[config.mk]
export PLATFORM = sky130hd
export DESIGN_NAME = seg7_scan_driver
export DESIGN_NICKNAME = d
export VERILOG_FILES = /design/src/rtl/seg7_scan_driver.sv
export SDC_FILE = /design/constraint.sdc
export NUM_CORES = 1
export LEC_CHECK = 0
export CORE_AREA = 10 10 92 94
export DETAILED_ROUTE_END_ITERATION = 6
export DIE_AREA = 0 0 102 104
export PLACE_DENSITY = 0.78
export SYNTH_ARGS = -nofsm -noshare
export SYNTH_HDL_FRONTEND = slang
export SYNTH_SLANG_ARGS = --single-unit
[constraint.sdc]
create_clock -name clk -period 2.4 [get_ports clk]
set_input_delay 0.48 -clock clk [delete_from_list [all_inputs] [get_ports clk]]
set_output_delay 0.48 -clock clk [all_outputs]
set_load 0.01 [all_outputs]
[src/rtl/seg7_scan_driver.sv]
// seg7_scan_driver: multiplexed hex 7-segment scanner with frame-synchronous update,
// per-digit blanking, decimal points, leading-zero suppression and anti-ghosting dead time.
module seg7_scan_driver #(
  parameter int NUM_DIGITS  = 4,
  parameter int CLK_DIV     = 50000,
  parameter int BLANK_CYC   = 500,
  parameter bit SEG_ACT_LOW = 1'b1,
  parameter bit AN_ACT_LOW  = 1'b1
) (
  input  logic                    clk,
  input  logic                    rst_n,
  input  logic [4*NUM_DIGITS-1:0] value_in,
  input  logic [NUM_DIGITS-1:0]   dp_in,
  input  logic [NUM_DIGITS-1:0]   blank_in,
  input  logic                    load,
  input  logic                    lz_suppress,
  output logic [0:6]              seg_out,
  output logic                    dp_out,
  output logic [NUM_DIGITS-1:0]   an_out,
  output logic                    frame_done
);
  localparam int IDXW = NUM_DIGITS > 1 ? $clog2(NUM_DIGITS) : 1;
  localparam int CNTW = $clog2(CLK_DIV);
  localparam logic [CNTW-1:0] LAST_CNT = CNTW'(CLK_DIV - 1);
  localparam logic [IDXW-1:0] LAST_IDX = IDXW'(NUM_DIGITS - 1);
  localparam logic [6:0] SEG_LUT [16] = '{
    7'b0000001, 7'b1001111, 7'b0010010, 7'b0000110,
    7'b1001100, 7'b0100100, 7'b0100000, 7'b0001111,
    7'b0000000, 7'b0000100, 7'b0001000, 7'b1100000,
    7'b0110001, 7'b1000010, 7'b0110000, 7'b0111000
  };
  logic [CNTW-1:0]         r_cnt;
  logic [IDXW-1:0]         r_idx;
  logic                    r_pend;
  logic [4*NUM_DIGITS-1:0] r_pend_val, r_act_val;
  logic [NUM_DIGITS-1:0]   r_pend_dp, r_pend_blank, r_act_dp, r_act_blank;
  logic                    w_tick, w_wrap, w_dead, w_lz, w_dark, w_dp_low;
  logic [3:0]              w_nib;
  logic [6:0]              w_seg_low;
  logic [NUM_DIGITS-1:0]   w_hot, w_hi_zero;
  // w_hi_zero[i]: digit i and every digit above it hold zero
  for (genvar g = 0; g < NUM_DIGITS; g++) begin : g_hz
    assign w_hi_zero[g] = ~|r_act_val[4*NUM_DIGITS-1:4*g];
  end
  always_comb begin
    w_tick    = r_cnt == LAST_CNT;
    w_wrap    = w_tick && r_idx == LAST_IDX;
    w_dead    = int'(r_cnt) < BLANK_CYC;
    w_nib     = r_act_val[4*r_idx +: 4];
    w_lz      = lz_suppress && r_idx != '0 && w_hi_zero[r_idx];
    w_dark    = r_act_blank[r_idx] || w_lz;
    w_seg_low = (w_dead || w_dark) ? 7'h7F : SEG_LUT[w_nib];
    w_dp_low  = w_dead || !r_act_dp[r_idx] || r_act_blank[r_idx];
    w_hot     = w_dead ? '0 : NUM_DIGITS'(1) << r_idx;
  end
  always_ff @(posedge clk or negedge rst_n) begin
    if (!rst_n) begin
      r_cnt <= '0;
      r_idx <= '0;
    end else begin
      r_cnt <= w_tick ? '0 : r_cnt + CNTW'(1);
      if (w_tick) r_idx <= w_wrap ? '0 : r_idx + IDXW'(1);
    end
  end
  // Display data only changes at a frame wrap so a frame never mixes two values
  always_ff @(posedge clk or negedge rst_n) begin
    if (!rst_n) begin
      r_pend       <= 1'b0;
      r_pend_val   <= '0;
      r_pend_dp    <= '0;
      r_pend_blank <= '0;
      r_act_val    <= '0;
      r_act_dp     <= '0;
      r_act_blank  <= '0;
    end else begin
      if (load) begin
        r_pend_val   <= value_in;
        r_pend_dp    <= dp_in;
        r_pend_blank <= blank_in;
      end
      if (w_wrap) begin
        r_pend <= 1'b0;
        if (load) begin
          r_act_val   <= value_in;
          r_act_dp    <= dp_in;
          r_act_blank <= blank_in;
        end else if (r_pend) begin
          r_act_val   <= r_pend_val;
          r_act_dp    <= r_pend_dp;
          r_act_blank <= r_pend_blank;
        end
      end else if (load) begin
        r_pend <= 1'b1;
      end
    end
  end
  always_ff @(posedge clk or negedge rst_n) begin
    if (!rst_n) begin
      seg_out    <= {7{SEG_ACT_LOW}};
      dp_out     <= SEG_ACT_LOW;
      an_out     <= {NUM_DIGITS{AN_ACT_LOW}};
      frame_done <= 1'b0;
    end else begin
      seg_out    <= SEG_ACT_LOW ? w_seg_low : ~w_seg_low;
      dp_out     <= SEG_ACT_LOW ? w_dp_low : !w_dp_low;
      an_out     <= AN_ACT_LOW ? ~w_hot : w_hot;
      frame_done <= w_wrap;
    end
  end
endmodule

# Word-level counts from Yosys, hierarchy flattened
# Memories as Yosys holds them, arrays and structs flattened.
# Index checks and enable logic that the tools add are counted.
word_totals:
  rom_bits: 112
  elab_cells: 65
  input_bits: 28
  n_memories: 1
  output_inout_bits: 13
  ff_bits: 80
mem_list:
  columns: ["memory", "depth", "word_bits", "rd", "rd_clocked_by_memory_dff", "write_ports", "line", "text"]
  rows:
  - ["(no name shown)", 16, 7, 1, 0, 0, "52", "w_seg_low = (w_dead || w_dark) ? 7'h7F : SEG_LUT[w_nib];"]
op_classes:
  n_lt_le_gt_ge: 3
  eq_ne: 2
  n_bitwise: 2
  n_shift: 2
  n_reduce_logical: 20
  addsub: 2
  n_mux: 20
ops:
  columns: ["operator", "count"]
  rows:
  - ["$mux W16", 3]
  - ["$mux W7", 3]
  - ["$mux W4", 5]
  - ["$add A16 B1 Y16 const B", 1]
  - ["$eq A16 B16 Y1 const B", 1]
  - ["$lt A16 B9 Y1 const B", 1]
  - ["$reduce_or A16 Y1", 1]
  - ["$shiftx A16 B5 Y4", 1]
  - ["$reduce_or A12 Y1", 1]
  - ["$reduce_or A8 Y1", 1]
  - ["$bmux W1 S2", 3]
  - ["$reduce_bool A2 Y1", 3]
  - ["$ge A5 B5 Y1 const B", 1]
  - ["$logic_not A1 Y1", 5]
  - ["$mux W1", 5]
  - ["$not A4 Y5", 1]
  - ["$logic_or A1 B1 Y1", 4]
  - ["$not A4 Y4", 1]
  - ["$reduce_or A4 Y1", 1]
  - ["$shl A1 B2 Y4 const A", 1]
  - ["$logic_and A1 B1 Y1", 3]
  - ["$lt A2 B3 Y1 const B", 1]
  - ["$add A2 B1 Y2 const B", 1]
  - ["$eq A2 B2 Y1 const B", 1]
  - ["2 further kinds", 2]

# Logic depth before layout (Yosys ltp)
# Gate-level depths: netlist of the first run.
depth:
  word_depth: 8
  depth_mapped: 8

# Worst setup path before layout of the first run
# Ideal clock, no wire load.
synth_path:
  path_type: "register -> register"
  from: "register r_idx[0]"
  to: "register seg_out[3] (netlist name)"
  stages_incl_launch_ff: 8
  required_time_ns: 2.318
  synth_period_minus_slack_ns: 2.046
  setup_slack_ns: 0.354
  setup_ns: 0.082
  t_arrival_ns: 1.965
  path_cell_list: "dfrtp_1 -> buf_6 -> mux4_2 -> inv_1 -> ha_1 -> inv_1 -> mux4_2 -> nand2b_1"
synth_between:
  elab_chain_len: 6
synth_lines:
  columns: ["element", "line", "text"]
  rows:
  - ["start: declaration", "33", "logic [IDXW-1:0] r_idx;"]
  - ["start signal: assignment", "62", "if (w_tick) r_idx <= w_wrap ? '0 : r_idx + IDXW'(1);"]
  - ["$shiftx A16 B5 Y4, or another cell as far along", "49", "w_nib = r_act_val[4*r_idx +: 4];"]
  - ["$not A4 Y5 (implied by the code), or another cell as far along", "52", null]
  - ["$mem_v2 Z16 W7 or $logic_and A1 B1 Y1 (tied branches)", null, null]
  - ["$mux W7 (implied by the code) or $logic_or A1 B1 Y1 (tied branches)", "52, 51", null]
  - ["$mux W7 (implied by the code) or $logic_or A1 B1 Y1 (tied branches)", "52", null]
  - ["$mux W7 *", "52", null]
  - ["via w_seg_low[3]", "39", "logic [6:0] w_seg_low;"]
  - ["end signal: assignment", "99", "seg_out <= {7{SEG_ACT_LOW}};"]
  - ["end signal: assignment", "104", "seg_out <= SEG_ACT_LOW ? w_seg_low : ~w_seg_low;"]
  - ["end: declaration", "17", "output logic [0:6] seg_out,"]
# The timed path passes the listed nets; every way through them passes the cells marked *. The select of a mux whose other input is x is not followed.
# A chain may end at the register's enable or synchronous reset.

# Worst setup path in the final report of the first run
# Ends and elaborated chain as after synthesis.

==> reports/metrics.yaml, run 1 <==
timing:
  timing.final.hold_violations: 0
  setup_viol: 0
  fmax_ghz: 0.481
  worst_pin_slew_ns: 0.496
  tns_ns: 0
  skew_ns: 0.00697
  rsz0062_at_grt: "no"
  drv_slew: 0
  min_period_over_period: 0.866
  post-route-min-period_ns: 2.08
  slew_headroom: 0.666
routing:
  vias: 2205
  antenna_left: 0
  routed_wl_mm: 6.61
  wire_per_inst_um: 16.6
  vias_per_cell: 5.53
  first_pass_iters: 4
  drtIter0Drc: 99
  drc: 0
logic_synthesis:
  synth_edf_count: 0
  synth_nets: 305
  syn_inst: 266
  ys_seq_area_frac: 0.551
  synthFlopType: "dfrtp_1"
  avgSynthCellArea_um2: 13.8
  ys_warn_count: 0
  synthArstFlopShare: 1.00
  synthesis.area_mm2: 0.00366
  ys_ff_latch: 80
  synth.distinct_cells: 41
die:
  fp.dieW_um: 102
  num_rows: 30
  initial_core_util: 0.548
  coreArea_mm2: 0.00668
  die_y_um: 104
  die_area_mm2: 0.0106
  ios: 41
finish:
  final_cells: 399
  fillCellCount: 501
  multi_input_area_mm2: 0.00154
  fin_area_mm2: 0.00442
  drive_above_1_share: 0.298
  nets: 353
  ff_latch_area_mm2: 0.00202
  syn_to_final_growth_pct: 20.7
  diodes: 0
power:
  leakage_uw: 0.00202
  ir_worst_vdd_mv: 0.434
  power_density_mw_per_mm2: 619
placement:
  dp_cells: 383
  numPortBuffers: 40
  gp_congestion: 0.858
  placed_area_mm2: 0.00417
  dp_hpwl_mm: 4.87
setup_path:
  reg2reg_from: "r_idx[0]"
  worst_ep_required_time_ns: 2.67
  crit_type: "flop to flop"
  r2r-end: "seg_out[3]"
  startpoint: "r_idx[0]"
  worst-path-max-fanout: 5
  reg2reg_slack_ns: 0.32
  ff2ff_path_depth: 6
  crit_path_start_kind: "flop"
  crit_path_end: "seg_out[3]"
  worstPathArrival_ns: 2.35
  end_kind: "flop"
global_route:
  grt_pass1_wl_mm: 11.6
  grt_usage: 0.136
  grt-ovfl-total: 0
  grt_pass1_vias: 2361
  antenna_found_initial: 0
  grt_max_degree: 39
clocking:
  cts_max_level: 3
  clock_latency_ns: 0.35
  holdBufCountCts: 0
  cts_resized: 0
  cts.sinks: 80
  cts-root-buf: "clkbuf_8"
  cts_tree: "done"
  cts_buffers: 9
  clockBufferDepth: 2
  postCtsSetupBuffers: 0
  clkTransAtPathRegs_ns: 0.08
outcome:
  run_status: "completed"
flow_run:
  maxCapViolCount: 0
worst_hold_path:
  hp-class: "input pin to asynchronous set/reset pin"
==> cells in the final DEF (no fill, tap or decap), types with 4 or more instances in the layout <==
master,synthesis,routed
inv_1,8,8
clkdlybuf4s50_1,0,39
nor4_1,5,5
xor2_1,8,8
mux2_4,20,20
o211ai_1,4,4
nor2_1,13,13
clkbuf_8,0,10
dfstp_2,12,12
xnor2_1,5,5
buf_4,1,7
mux4_2,7,7
o21ai_0,5,5
nand3_1,8,8
mux2_2,30,30
dfrtp_1,68,68
nor2b_1,4,4
ha_1,11,11
nand2_1,15,15
and3_1,6,6
==> metrics by stage <==
| stage | utilization | total power, uW | hold slack [ns] | setup WS [ns] |
|---|---|---|---|---|
| CTS | 0.661 | 2770 | 0.0873 | 0.313 |
| floorplan | - | 1480 | 0.184 | 0.354 |
| global placement | 0.625 | 1570 | 0.442 | 0.395 |
| global route | 0.661 | 2850 | 0.0975 | 0.199 |
| detailed placement | 0.625 | 1570 | 0.461 | 0.330 |
| finish | 0.661 | 2740 | 0.0799 | 0.322 |
==> how the worst min path moves through the flow <==
stage              from        endpoint  slack (ns)  depth (start not counted)
2_1_floorplan     rst_n      frame_done        0.18                          0
3_3_place_gp   r_cnt[0]        r_cnt[0]        0.44                          1
3_5_place_dp   r_cnt[0]        r_cnt[0]        0.46                          1
4_1_cts           rst_n  r_pend_val[12]        0.09                          1
5_1_grt           rst_n  r_pend_val[12]         0.1                          1
6_report          rst_n  r_pend_val[12]        0.08                          1
==> layer usage <==
metal	track usage	up-vias	wire (um)
met5	0	-	0
met4	0.0625	0	94
met3	0.0346	11	311
met2	0.207	52	3140
met1	0.176	1103	3070
li1	-	1039	-
==> critical path: stages, from the launching register on <==
cell	delay (ns)
dfrtp_1	0.44
mux4_2	0.59
inv_1	0.18
ha_1	0.15
inv_1	0.05
mux4_2	0.45
nand2b_1	0.15
==> power by group <==
group | leakage [uW] | switching (uW) | internal, uW
Combinational | 0.000892 | 61.2 | 82.0
Sequential | 0.00100 | 9.30 | 1390
Clock | 0.000124 | 477 | 720
==> area by class of cell <==
cell class                      count  area share
Timing Repair Buffer               48       0.109
Tap cell                           80      0.0227
Inverter                            8     0.00680
Sequential cell                    80       0.457
Clock buffer                       11      0.0320
Multi-Input combinational cell    167       0.349
Clock inverter                      5      0.0235
==> synthesized netlist by cell type, types with 2 or more instances <==
cell type	instances	share of area
dfrtp_1	68	0.46
mux2_2	30	0.092
mux2_4	20	0.082
nand2_1	15	0.015
nor2_1	13	0.013
dfstp_2	12	0.086
ha_1	11	0.038
inv_1	8	0.0082
nand3_1	8	0.011
xor2_1	8	0.019
mux4_2	7	0.043
and3_1	6	0.010
nor4_1	5	0.0085
o21ai_0	5	0.0068
xnor2_1	5	0.012
nor2b_1	4	0.0068
o211ai_1	4	0.0082
a21oi_1	3	0.0041
buf_2	3	0.0041
buf_6	3	0.0092
nor3_1	3	0.0041
and2_1	2	0.0034
buf_1	2	0.0021
clkbuf_1	2	0.0021
mux2i_1	2	0.0055
nand4_1	2	0.0034
==> sequential cells by signal, summed over array words and instances, names as in the netlist <==
signal,flops
r_act_blank,4
an_out,4
r_pend_blank,4
dp_out,1
r_pend_dp,4
seg_out,7
frame_done,1
r_cnt,16
r_pend,1
r_pend_val,16
r_idx,2
r_act_val,16
r_act_dp,4
==> cells by family (layout without fill, tap and decap cells) <==
group | count (synthesis) | after routing | synth area share
flops | 80 | 80 | 0.551
simple gates | 66 | 66 | 0.0964
mux | 59 | 59 | 0.223
buf+inv | 19 | 72 | 0.0277
compound gates | 18 | 18 | 0.0335
xor+xnor | 13 | 13 | 0.0311
fa+ha+maj | 11 | 11 | 0.0376
No activity file was read; power rests on OpenSTA's default activity.
==> inputs of run 2 (changes only) <==
CORE_AREA = 10 10 90 92   (was 10 10 92 94)
DIE_AREA = 0 0 100 102   (was 0 0 102 104)
DONT_BUFFER_PORTS = 1   (was not set)
PLACE_DENSITY = 0.73   (was 0.78)
==> reports/metrics.yaml, run 2 (synthesis results as in run 1) <==
timing:
  rsz0062_at_grt: "no"
  fmax_ghz: 0.460  # -4.4%
  tns_ns: 0  # unchanged
  drv_slew: 0  # unchanged
  setup_slack_ns: 0.227  # -0.0950 ns
  min_period_over_period: 0.905  # +0.0396
  skew_ns: 0.00680  # -0.000176 ns
  worst_pin_slew_ns: 0.461  # -0.0353 ns
  timing.final.hold_violations: 0  # unchanged
  post-route-min-period_ns: 2.17  # +0.0950 ns
  slew_headroom: 0.693  # +0.0266
  setup_viol: 0  # unchanged
setup_path:
  worst-path-max-fanout: 24  # +19
  crit_path_start_kind: "flop"
  crit_type: "flop to flop"
  worst_ep_required_time_ns: 2.64  # -0.03 ns
  end_kind: "flop"
  worstPathArrival_ns: 2.41  # +0.06 ns
placement:
  placed_area_mm2: 0.00371  # -11%
  dp_hpwl_mm: 4.35  # -11%
  dpl_worst_slack_ns: 0.233  # -0.0963 ns
  gp_congestion: 0.844  # -1.6%
  numPortBuffers: 0  # -100%
routing:
  vias: 2002  # -9.2%
  drc: 0  # unchanged
  antenna_left: 0  # unchanged
  routed_wl_mm: 6.14  # -7.2%
  drtIter0Drc: 60  # -39%
  wire_per_inst_um: 17.4  # +5.2%
  vias_per_cell: 5.69  # +2.9%
  first_pass_iters: 4  # unchanged
finish:
  fin_area_mm2: 0.00391  # -11%
  layout_common_cells: "dfrtp_1 (68), mux2_2 (30), mux2_4 (20), nand2_1 (15), nor2_1 (13)"
  reg_top3: "r_act_val x16, r_cnt x16, r_pend_val x16"
  drive_above_1_share: 0.327  # +0.0295
  diodes: 0  # unchanged
  final_core_util: 0.623  # -0.0384
  syn_to_final_growth_pct: 6.80
  final_common_cell: "dfrtp_1"
  nets: 309  # -12%
power:
  leakage_uw: 0.00179  # -11%
  ir_worst_vdd_mv: 0.398  # -8.4%
  power_frac_comb: 0.037  # -0.015
  power_density_mw_per_mm2: 601  # -2.9%
  fin_total_pwr_uw: 2350  # -14%
  switching_power_uw: 521  # -4.9%
  p_seq_frac: 0.594  # +0.084
  internal_power_uw: 1830  # -16%
  p_sw_frac: 0.221  # +0.0214
  pwr-share-clk: 0.369  # -0.068
outcome:
  run_status: "completed"
clocking:
  cts_buffers: 9  # unchanged
  clockBufferDepth: 2  # unchanged
  cts_max_level: 3  # unchanged
  clkTransAtPathRegs_ns: 0.08  # about the same
  cts-root-buf: "clkbuf_8"
  cts_resized: 0  # unchanged
  postCtsSetupBuffers: 0  # unchanged
  cts.sinks: 80  # unchanged
  holdBufCountCts: 1  # +1
  cts_tree: "done"
  clock_latency_ns: 0.35  # about the same
global_route:
  grt_pass1_wl_mm: 10.5  # -9.1%
  grt-ovfl-total: 0  # unchanged
  antenna_found_initial: 0  # unchanged
  grt_usage: 0.130  # -0.00590
  grt_max_degree: 81  # +110%
  grt_pass1_vias: 2124  # -10%
die:
  die_area_mm2: 0.0102  # -3.8%
  coreArea_mm2: 0.00628  # -6.0%
  ios: 41  # unchanged
  initial_core_util: 0.583  # +0.0353
  die_y_um: 102  # -1.9%
  fp.dieW_um: 100  # -2.0%
  num_rows: 29  # -3.3%
flow_run:
  maxCapViolCount: 0  # unchanged
worst_hold_path:
  hp-class: "input pin to asynchronous set/reset pin"
==> run 2: changes by cell type in the layout (fill, tap and decap cells not counted) <==
| cell | change |
|---|---|
| buf_12 | -2 |
| buf_16 | +1 |
| buf_4 | -4 |
| bufinv_16 | -3 |
| clkdlybuf4s50_1 | -39 |
| clkinv_2 | +1 |
| clkinv_4 | -1 |
| clkinvlp_4 | +3 |
==> run 2: routing by layer <==
layer | vias up | global-route usage | share of wire
li1 | 953 | - | -
met1 | 990 | 0.160 | 0.45
met2 | 51 | 0.190 | 0.45
met3 | 8 | 0.0648 | 0.086
met4 | 0 | 0.0554 | 0.013
met5 | - | 0 | 0
==> run 2: path summary, 6_finish.rpt <==
check | from | to | slack, ns | depth (start not counted)
worst max-delay path | r_cnt[0] | r_act_dp[0] | 0.23 | 6
worst min-delay path | rst_n | r_cnt[3] | 0.004 | 1
worst max register to register | r_cnt[0] | r_act_dp[0] | 0.23 | 6
worst min register to register | r_cnt[0] | r_cnt[0] | 0.48 | 1
max in group asynchronous | rst_n | seg_out[1] | 2.03 | 1
min in group clk | value_in[13] | r_pend_val[13] | 0.30 | 1
==> run 2: power by group through the flow <==
stage	sequential [uW]	combinational, uW	clock (uW)
finish	1400	88.0	867
global route	1400	101	940
CTS	1400	92.1	882
detailed placement	1420	60.7	0
global placement	1420	60.4	0
floorplan	1420	58.5	0
==> run 2: through the flow <==
| step | std cells | hold WS, ns |
|---|---|---|
| 2_1_floorplan | 266 | 0.184 |
| 3_3_place_gp | 335 | 0.188 |
| 3_5_place_dp | 335 | 0.187 |
| 4_1_cts | 352 | 0.0390 |
| 5_1_grt | 352 | 0.0381 |
| 6_report | 352 | 0.00397 |
==> run 2: layout make-up <==
cell class	instances	area, um2
clock buffers	11	141
multi-input cells	167	1540
fillers	470	2370
inverters	8	30.0
clock inverters	5	32.5
repair buffers	4	50.0
flip-flops and latches	80	2020
well taps	77	96.3
==> run 2: critical path: stages, from the launching register on <==
cell,delay (ns)
dfrtp_1,0.41
ha_1,0.23
and3_2,0.25
and3_1,0.20
and3_1,0.22
nand3b_4,0.37
mux2_2,0.39
